==> config.mk <==
export PLATFORM = sky130hd
export DESIGN_NAME = usb_tx_packet
export DESIGN_NICKNAME = d
export VERILOG_FILES = /design/src/rtl/usb_tx_packet.sv
export SDC_FILE = /design/constraint.sdc
export NUM_CORES = 1
export LEC_CHECK = 0
export ABC_AREA = 1
export CELL_PAD_IN_SITES_DETAIL_PLACEMENT = 1
export CELL_PAD_IN_SITES_GLOBAL_PLACEMENT = 1
export CORE_ASPECT_RATIO = 1.5
export CORE_MARGIN = 4
export CORE_UTILIZATION = 37
export CTS_BUF_LIST = sky130_fd_sc_hd__clkbuf_4 sky130_fd_sc_hd__clkbuf_8 sky130_fd_sc_hd__clkbuf_16
export DETAILED_ROUTE_END_ITERATION = 6
export PLACE_DENSITY_LB_ADDON = 0.1
export SLEW_MARGIN = 20
export SYNTH_ARGS = -nofsm -noshare
export SYNTH_HDL_FRONTEND = slang
export SYNTH_SLANG_ARGS = --single-unit
export TNS_END_PERCENT = 50
==> constraint.sdc <==
create_clock -name i_clk -period 3.25 [get_ports i_clk]
set_input_delay 0.65 -clock i_clk [delete_from_list [all_inputs] [get_ports i_clk]]
set_output_delay 0.65 -clock i_clk [all_outputs]
set_load 0.05 [all_outputs]
==> src/rtl/usb_tx_packet.sv <==
// -----------------------------------------------------------------------------
// usb_tx_packet
//
// Sends one USB-style packet on the DP/DM pair for each accepted start pulse.
// Packet layout on the wire:
//   SYNC (8 bits) -> PID (8 bits) -> [DATA (64 bits) -> CRC16 (16 bits)] -> EOP
// Bit stuffing (optional) and NRZI encoding are applied to every bit from the
// first SYNC bit through the last CRC bit. EOP is two SE0 cycles followed by
// one J cycle, during which o_done pulses.
//
// Build option:
//   USB_TX_STUFF_EN  defined   -> a 0 is inserted after six consecutive 1s.
//                    undefined -> no stuffing logic; packets are always
//                                 19 (token/handshake) or 99 (data) cycles.
//
// Ports:
//   i_clk       system clock, one line bit per cycle
//   i_rst       asynchronous active-high reset; aborts a packet immediately
//   i_start     one-cycle packet request, honoured only while idle
//   i_pid       4-bit packet ID, latched on an accepted start
//   i_has_data  1 = data packet (DATA + CRC), 0 = PID-only packet
//   i_data      64-bit payload, sent MSB first
//   o_dp/o_dm   registered line outputs (J = 1/0, K = 0/1, SE0 = 0/0)
//   o_busy      high from the cycle after start through the final J cycle
//   o_done      one-cycle pulse during the final J cycle of EOP
// -----------------------------------------------------------------------------
module usb_tx_packet (
  input  logic        i_clk,
  input  logic        i_rst,
  input  logic        i_start,
  input  logic [3:0]  i_pid,
  input  logic        i_has_data,
  input  logic [63:0] i_data,
  output logic        o_dp,
  output logic        o_dm,
  output logic        o_busy,
  output logic        o_done
);

  // The state and bit counter name the NEXT bit to be put on the line. That
  // lets the accepting edge in IDLE already drive the first SYNC bit, so all
  // line outputs stay registered without adding a cycle of latency.
  typedef enum logic [2:0] {
    ST_IDLE = 3'd0,
    ST_SYNC = 3'd1,
    ST_PID  = 3'd2,
    ST_DATA = 3'd3,
    ST_CRC  = 3'd4,
    ST_EOP  = 3'd5
  } state_t;

  localparam logic [15:0] CRC_POLY = 16'h8005;
  localparam logic [15:0] CRC_INIT = 16'hFFFF;

  state_t      r_state;
  state_t      w_state_next;
  logic [6:0]  r_bit_cnt;
  logic [6:0]  w_bit_cnt_next;
  logic [3:0]  r_pid;
  logic        r_has_data;
  logic [63:0] r_sreg;
  logic [15:0] r_crc;
  logic [15:0] w_crc_upd;
  logic        w_crc_fb;
  logic        r_level;
  logic        w_level_next;

  // Datapath control strobes from the FSM
  logic        w_load;
  logic        w_emit;
  logic        w_crc_init;
  logic        w_data_step;
  logic        w_crc_step;

  // Bit about to be encoded and the NRZI level it produces
  logic        w_tx_bit;
  logic        w_nrzi_level;
  logic        w_stuff;

  // Next values of the registered outputs
  logic        w_dp_next;
  logic        w_dm_next;
  logic        w_busy_next;
  logic        w_done_next;

  // ---------------------------------------------------------------------------
  // Bit stuffing
  // ---------------------------------------------------------------------------
`ifdef USB_TX_STUFF_EN
  logic [2:0] r_ones;

  // Ones are only counted on SYNC..CRC bits, and every SE0 or idle cycle
  // clears the counter, so a pending stuff in EOP can only be the one owed
  // to a run that ended on the last CRC bit.
  assign w_stuff = (r_state != ST_IDLE) && (r_ones == 3'd6);

  always_ff @(posedge i_clk or posedge i_rst) begin
    if (i_rst) begin
      r_ones <= 3'd0;
    end else if (w_emit) begin
      // a stuffed bit is a 0, so it clears the run like any real 0
      r_ones <= w_tx_bit ? (r_ones + 3'd1) : 3'd0;
    end else begin
      r_ones <= 3'd0;
    end
  end
`else
  assign w_stuff = 1'b0;
`endif

  // ---------------------------------------------------------------------------
  // Source of the next unencoded bit
  // ---------------------------------------------------------------------------
  always_comb begin
    w_tx_bit = 1'b0;
    if (!w_stuff) begin
      case (r_state)
        // IDLE only emits on an accepted start: SYNC bit 0, which is a 0
        ST_IDLE: w_tx_bit = 1'b0;
        // SYNC is seven 0s then a 1
        ST_SYNC: w_tx_bit = (r_bit_cnt == 7'd7);
        // low nibble is the PID LSB first, high nibble its complement
        ST_PID:  w_tx_bit = r_bit_cnt[2] ? ~r_pid[r_bit_cnt[1:0]]
                                         :  r_pid[r_bit_cnt[1:0]];
        ST_DATA: w_tx_bit = r_sreg[63];
        // complemented CRC register, MSB first
        ST_CRC:  w_tx_bit = ~r_crc[15];
        default: w_tx_bit = 1'b0;
      endcase
    end
  end

  // NRZI: a 0 toggles the line level, a 1 keeps it
  assign w_nrzi_level = w_tx_bit ? r_level : ~r_level;

  // Serial CRC16 step over the data bit currently leaving the shift register
  assign w_crc_fb  = r_crc[15] ^ r_sreg[63];
  assign w_crc_upd = {r_crc[14:0], 1'b0} ^ (w_crc_fb ? CRC_POLY : 16'h0000);

  // ---------------------------------------------------------------------------
  // Next-state and output logic
  // ---------------------------------------------------------------------------
  always_comb begin
    w_state_next   = r_state;
    w_bit_cnt_next = r_bit_cnt;
    w_load         = 1'b0;
    w_emit         = 1'b0;
    w_crc_init     = 1'b0;
    w_data_step    = 1'b0;
    w_crc_step     = 1'b0;
    w_level_next   = r_level;
    w_dp_next      = 1'b1;
    w_dm_next      = 1'b0;
    w_busy_next    = 1'b1;
    w_done_next    = 1'b0;

    case (r_state)
      ST_IDLE: begin
        w_busy_next  = 1'b0;
        w_level_next = 1'b1;
        if (i_start) begin
          w_load         = 1'b1;
          w_emit         = 1'b1;
          w_busy_next    = 1'b1;
          w_state_next   = ST_SYNC;
          w_bit_cnt_next = 7'd1;
        end
      end

      ST_SYNC: begin
        w_emit = 1'b1;
        if (!w_stuff) begin
          if (r_bit_cnt == 7'd7) begin
            w_state_next   = ST_PID;
            w_bit_cnt_next = 7'd0;
          end else begin
            w_bit_cnt_next = r_bit_cnt + 7'd1;
          end
        end
      end

      ST_PID: begin
        w_emit = 1'b1;
        if (!w_stuff) begin
          if (r_bit_cnt == 7'd7) begin
            w_bit_cnt_next = 7'd0;
            if (r_has_data) begin
              w_state_next = ST_DATA;
              w_crc_init   = 1'b1;
            end else begin
              w_state_next = ST_EOP;
            end
          end else begin
            w_bit_cnt_next = r_bit_cnt + 7'd1;
          end
        end
      end

      ST_DATA: begin
        w_emit = 1'b1;
        if (!w_stuff) begin
          w_data_step = 1'b1;
          if (r_bit_cnt == 7'd63) begin
            w_state_next   = ST_CRC;
            w_bit_cnt_next = 7'd0;
          end else begin
            w_bit_cnt_next = r_bit_cnt + 7'd1;
          end
        end
      end

      ST_CRC: begin
        w_emit = 1'b1;
        if (!w_stuff) begin
          w_crc_step = 1'b1;
          if (r_bit_cnt == 7'd15) begin
            w_state_next   = ST_EOP;
            w_bit_cnt_next = 7'd0;
          end else begin
            w_bit_cnt_next = r_bit_cnt + 7'd1;
          end
        end
      end

      ST_EOP: begin
        if (w_stuff) begin
          // owed stuff bit for a run of ones that closed the CRC field
          w_emit = 1'b1;
        end else if (r_bit_cnt < 7'd2) begin
          w_dp_next      = 1'b0;
          w_dm_next      = 1'b0;
          w_bit_cnt_next = r_bit_cnt + 7'd1;
        end else if (r_bit_cnt == 7'd2) begin
          w_done_next    = 1'b1;
          w_level_next   = 1'b1;
          w_bit_cnt_next = 7'd3;
        end else begin
          // the final J cycle is still part of the packet; leave here so that
          // a start is first accepted in the cycle after done
          w_busy_next    = 1'b0;
          w_state_next   = ST_IDLE;
          w_bit_cnt_next = 7'd0;
        end
      end

      default: begin
        w_busy_next    = 1'b0;
        w_state_next   = ST_IDLE;
        w_bit_cnt_next = 7'd0;
      end
    endcase

    if (w_emit) begin
      w_level_next = w_nrzi_level;
      w_dp_next    = w_nrzi_level;
      w_dm_next    = ~w_nrzi_level;
    end
  end

  // ---------------------------------------------------------------------------
  // State, datapath and output registers
  // ---------------------------------------------------------------------------
  always_ff @(posedge i_clk or posedge i_rst) begin
    if (i_rst) begin
      r_state    <= ST_IDLE;
      r_bit_cnt  <= 7'd0;
      r_level    <= 1'b1;
      o_dp       <= 1'b1;
      o_dm       <= 1'b0;
      o_busy     <= 1'b0;
      o_done     <= 1'b0;
    end else begin
      r_state    <= w_state_next;
      r_bit_cnt  <= w_bit_cnt_next;
      r_level    <= w_level_next;
      o_dp       <= w_dp_next;
      o_dm       <= w_dm_next;
      o_busy     <= w_busy_next;
      o_done     <= w_done_next;
    end
  end

  always_ff @(posedge i_clk or posedge i_rst) begin
    if (i_rst) begin
      r_pid      <= 4'd0;
      r_has_data <= 1'b0;
      r_sreg     <= 64'd0;
    end else if (w_load) begin
      r_pid      <= i_pid;
      r_has_data <= i_has_data;
      r_sreg     <= i_data;
    end else if (w_data_step) begin
      r_sreg     <= {r_sreg[62:0], 1'b0};
    end
  end

  // The CRC register holds during stuffed bits because the step strobes are
  // only raised on real field bits.
  always_ff @(posedge i_clk or posedge i_rst) begin
    if (i_rst) begin
      r_crc <= CRC_INIT;
    end else if (w_crc_init) begin
      r_crc <= CRC_INIT;
    end else if (w_data_step) begin
      r_crc <= w_crc_upd;
    end else if (w_crc_step) begin
      r_crc <= {r_crc[14:0], 1'b0};
    end
  end

endmodule

# Word level (Yosys, flattened, before mapping)
# Index checks and enable logic that the tools add are counted.
# W data, S select, Z words.
# op_classes
addsub	1
bitwise_logic	6
magnitude_cmp	2
reduce_logical	8
n_mux	48
eq_ne	18
# ops
cell	n
$mux W64	2
$mux W16	4
$mux W7	5
$pmux W7 S5	1
$mux W3	8
$mux W1	21
$pmux W3 S6	1
$xor A16 B16 Y16	1
$ne A2 B2 Y1 const B	7
$add A7 B1 Y7 const B	1
$eq A7 B2 Y1 const B	1
$eq A7 B3 Y1 const B	1
$eq A7 B4 Y1 const B	1
$eq A7 B6 Y1 const B	1
$lt A7 B2 Y1 const B	1
$reduce_and A7 Y1	1
$eq A3 B2 Y1 const B	2
$eq A3 B3 Y1 const B	2
$ne A3 B3 Y1 const B	2
$reduce_bool A3 Y1	2
$not A1 Y1	4
$pmux W1 S2	2
$pmux W1 S4	1
$reduce_or A4 Y1	1
10 further kinds	10
# totals
wordCells	94
inputBits	72
regBits	100
output_inout_bits	4

# Logic depth before layout (Yosys ltp)
# depth
ltp_word	8
mapped_depth	10
ltp_nobuf	10

# Worst setup path before layout
# OpenSTA, ideal clock, no wires.
# synth_path
path_kind	input -> register
startpoint	in i_start
endpoint	reg r_sreg[17]
stages	7
arrival_ps	1373
required_ps	3122
setup_time_ps	128
setup_slack_ps	1750
path_buffers	2
cell_sequence	inv_1 nor2_8 inv_4 buf_6 buf_4 o21ai_1 o21ai_0
# synth_between
elab_chain_cells	3
word_cells_on_any_way	4
cone_classes	3 x mux; 1 x reduce/logical
# synth_rtl
item	line_no	source
start: declaration	30	input logic i_start,
$mux W1 (*)	161	if (i_start) begin
$mux W1 (*)	157	case (r_state)
$mux W64 or $reduce_bool A2 Y1 (tied branches)	n/a	
end signal: assignment	291	r_sreg <= i_data;
end signal: assignment	293	r_sreg <= {r_sreg[62:0], 1'b0};
end: declaration	61	logic [63:0] r_sreg;
# Every way passes the cells marked *; elsewhere a longest branch is shown, timed or not.
# A chain may end at the register's enable or synchronous reset.

# Final worst setup path
# layout_path
startpoint	reg o_dp
endpoint	out o_dp
# layout_lines
item	line_no	source
start: declaration	34	output logic o_dp,
start signal: assignment	276	o_dp <= w_dp_next;
# No word-level cell between the ends.

==> results_tabular.tex <==
\begin{tabular}{lr}
\hline
Metric & Value \\
\hline
\multicolumn{2}{l}{\textbf{Outcome}} \\
Status & finished clean \\
\multicolumn{2}{l}{\textbf{Placement}} \\
Worst setup slack before clock tree synthesis & roughly 0.73 ns \\
Port Buf Inserts & 75 \\
Placement Cell Area & 5760 sq um \\
Global placer's final weighted congestion & 0.808 \\
Post-DP HPWL & 8710 um \\
Number of instances in the placed design & slightly below 800 \\
\multicolumn{2}{l}{\textbf{Clock tree}} \\
Number of buffers created by CTS & 9 \\
Clock Pin Slew Worst Setup and Hold Paths & 0.06 ns \\
H-tree depth reported by CTS & 3 \\
Number of gates resized after CTS & 0 \\
CTS sink cnt & 100 \\
Post-CTS Setup Bufs & 0 \\
Master cell of the clock root buffer & sky130\_fd\_sc\_hd\_\_clkbuf\_16 \\
Maximum root-to-sink buffer count & 2 \\
CTS tree & built \\
CTS Hold Buffers Added & 0 \\
Clk Latency, worst-skew pair & around 0.35 ns \\
\multicolumn{2}{l}{\textbf{Floorplan}} \\
Die H & around 150 um \\
Core Footprint & 13,100 sq um \\
IO Pins & between 70 and 80 \\
Starting density of the core & 38.0\% \\
Die area & 15,400 sq um \\
X dimension of the die & 103 um \\
Row cnt & 51 \\
\multicolumn{2}{l}{\textbf{Pwr}} \\
Power density normalized to cell area & 934 nW/um\^{}2 \\
Cell leakage power & 2.75 nW \\
Worst ir drop on vdd & about 0.00033 V \\
\multicolumn{2}{l}{\textbf{STA}} \\
Final Cycle Share & 71.7\% \\
Total Negative Setup Slacks & 0 ns \\
Relative slew slack & 59.8\% \\
Max Transition Viols Final & 0 \\
Max Clk Rate & 429 MHz \\
Actual slew at the worst max-slew pin & 0.602 ns \\
Final setup violation count & 0 \\
Worst clock skew & 0.0104 ns \\
Final hold violation count & 0 \\
RSZ-0062 raised after global routing & no \\
Worst setup slack after layout & 0.919 ns \\
Final Critical Period & around 2.3 ns \\
\multicolumn{2}{l}{\textbf{Worst setup path}} \\
Worst path slowest cell & sky130\_fd\_sc\_hd\_\_clkdlybuf4s50\_1 \\
CP bufs+invs & 1 \\
Kind of capture point of the worst setup path & output pin \\
Endpoint arrival time on the critical path & 1.68 ns \\
Cell Chain, Critical Path & clkdlybuf4s50\_1 \\
Max FO, Critical Path & 1 \\
Setup crit start kind & register \\
Critical setup path kind & register to output pin \\
Max incr delay on CP & 0.80 ns \\
Family of cells with the greatest summed delay on the critical path & buffers and inverters \\
Worst EP required & around 2.6 ns \\
\multicolumn{2}{l}{\textbf{Global routing}} \\
Via count of the first global-routing pass & between 4,000 and 5,000 \\
Global-route wire length before repair & 21,400 um \\
Initial antenna violation count & 0 \\
Maximum number of pins on one net before global-route repair & 86 \\
Global-route usage over all layers & 17.5\% \\
Total overflow reported by the global router & 0 \\
\multicolumn{2}{l}{\textbf{Layout}} \\
Fraction of final layout cells sized beyond drive strength 1 & 10.3\% \\
Post-Layout Inst Area & 6090 sq um \\
Number of filler instances in the final layout & roughly 1,600 \\
Multi-input combinational cell area & about 1900 sq um \\
Flip-flop and latch area & 2520 sq um \\
Antenna diodes & 0 \\
Post-layout instance count excluding filler cells & 811 \\
Total number of nets in the final design & 720 \\
Area delta synth->final & 22.6\% \\
\multicolumn{2}{l}{\textbf{Logic synthesis}} \\
Share of synthesized area occupied by flip-flops and latches & 50.9\% \\
Post-synth EDFFs & 0 \\
Netlist area before placement & 4960 sq um \\
Cell variety after synth & 35 \\
Proportion of netlist area held by the largest area contributor & 41.3\% \\
Most used standard cell by instance count after synthesis & sky130\_fd\_sc\_hd\_\_o21ai\_0 \\
Yosys warns & 0 \\
\#FFs+latches synth & 100 \\
Post-synth top cells & 127 x sky130\_fd\_sc\_hd\_\_o21ai\_0, 89 x sky130\_fd\_sc\_hd\_\_inv\_1, 82 x sky130\_fd\_sc\_hd\_\_dfrtp\_1 \\
Asr flop ratio synth & 100\% \\
Synthesized instance count & 586 \\
Number of nets in the synthesized netlist & roughly 660 \\
Syn\_area\_per\_cell & 8.47 sq um \\
Most area-consuming cells after synthesis & sky130\_fd\_sc\_hd\_\_dfrtp\_1 41\%, sky130\_fd\_sc\_hd\_\_o21ai\_0 13\%, sky130\_fd\_sc\_hd\_\_dfstp\_2 9.5\% \\
Flip-flop cell with the highest count after synthesis & sky130\_fd\_sc\_hd\_\_dfrtp\_1 \\
Leading area contributor after synthesis & sky130\_fd\_sc\_hd\_\_dfrtp\_1 \\
\multicolumn{2}{l}{\textbf{Route}} \\
Detailed Routing Iterations Pass 1 & 4 \\
Total Wirelength & 12,500 um \\
DRC violations left & 0 \\
Final routed wire length divided by cell count & 15.4 um \\
DR vias & 4,186 \\
Number of routed nets with antenna violations & 0 \\
Count of routing violations after the opening detailed-route iteration & 156 \\
Vias per std cell & between 5 and 6 \\
\multicolumn{2}{l}{\textbf{Worst hold path}} \\
Worst hold path class & register to register \\
\multicolumn{2}{l}{\textbf{Job}} \\
Maximum capacitance violations & 0 \\
\hline
\end{tabular}
worst min-delay path, stage by stage (launching register included):
cell and delay, ns:
sky130_fd_sc_hd__dfstp_2 0.37, sky130_fd_sc_hd__nand2_1 0.05, sky130_fd_sc_hd__nand3_1 0.06
registers in the layout, indices dropped and copies added, names as in the netlist, 3 cells and up:
register,flops
r_bit_cnt,7
r_sreg,64
r_pid,4
r_state,3
r_crc,16
routing by layer:
layer  vias to the layer above  routed length, um  share of wire (%)  global-route usage [%]
met5                         -                  0                  0                       0
met4                         0                237                1.9                    5.06
met3                        15                391                3.1                    3.59
met2                        54               6590                 53                    30.4
met1                      2081               5260                 42                    21.5
li1                       2036                  -                  -                       -
per-stage QoR:
step | util [%] | hold WS, ns | total power [mW]
floorplan | - | 0.460 | 3.96
global placement | 44.0 | 0.474 | 4.45
global route | 46.5 | 0.503 | 6.24
detailed placement | 44.0 | 0.478 | 4.55
CTS | 46.5 | 0.487 | 5.78
finish | 46.5 | 0.482 | 5.69
layout by cell type, fill, tap and decap left out, types with 2 or more instances in the layout:
master                            count
sky130_fd_sc_hd__nand2_1             60
sky130_fd_sc_hd__nand4_1              4
sky130_fd_sc_hd__nor2_1              30
sky130_fd_sc_hd__clkdlybuf4s50_1     75
sky130_fd_sc_hd__o221ai_1             3
sky130_fd_sc_hd__clkbuf_4             2
sky130_fd_sc_hd__bufinv_16            2
sky130_fd_sc_hd__dfstp_2             18
sky130_fd_sc_hd__nor2_2               4
sky130_fd_sc_hd__inv_2                4
sky130_fd_sc_hd__nor2_4               4
sky130_fd_sc_hd__o21ai_0            127
sky130_fd_sc_hd__xor2_1               4
sky130_fd_sc_hd__buf_4                2
sky130_fd_sc_hd__o21ai_1             77
sky130_fd_sc_hd__inv_4                2
sky130_fd_sc_hd__a21oi_1              2
sky130_fd_sc_hd__nand2_2              6
sky130_fd_sc_hd__clkbuf_16            9
sky130_fd_sc_hd__buf_12               3
sky130_fd_sc_hd__dfrtp_1             82
sky130_fd_sc_hd__inv_1               88
sky130_fd_sc_hd__nor3_1               2
sky130_fd_sc_hd__nand3_1             26
kinds of logic (layout without fill, tap and decap cells):
kind of cell | Yosys count | in the layout | synth area share [%]
and+or+nand+nor | 143 | 143 | 14.2
DFF | 100 | 100 | 50.9
adders and majority gates | 1 | 1 | 0.252
buffers and inverters | 124 | 190 | 11.8
xor gates and xnor gates | 4 | 4 | 0.706
AOI/OAI and AO/OA | 214 | 214 | 22.2
power by group:
part           leakage, nW  switching [mW]  internal (mW)
logic                 1.42            1.54          0.817
clock network        0.160           0.474          0.713
registers             1.17           0.228           1.92
total                 2.75            2.24           3.45
path summary, 6_finish.rpt:
path | to | slack (ns) | cells past startpoint | from
min in group asynchronous | r_sreg[9] | 0.72 | 2 | i_rst
max reg2reg | o_dp | 1.13 | 9 | r_state[0]
min | r_crc[12] | 0.48 | 2 | r_crc[12]
max in group asynchronous | r_level | 1.78 | 3 | i_rst
min reg2reg | r_crc[12] | 0.48 | 2 | r_crc[12]
max | o_dp | 0.92 | 1 | o_dp
final cells by class:
type                    instances  area share (%)
clock buffers                  12            4.17
clock inverters                 4            1.19
inverters                      94            5.88
multi-input cells             362            30.4
flip-flops and latches        100            41.5
well taps                     159            3.27
repair buffers                 80            13.6
No activity file was read; power rests on OpenSTA's default activity.
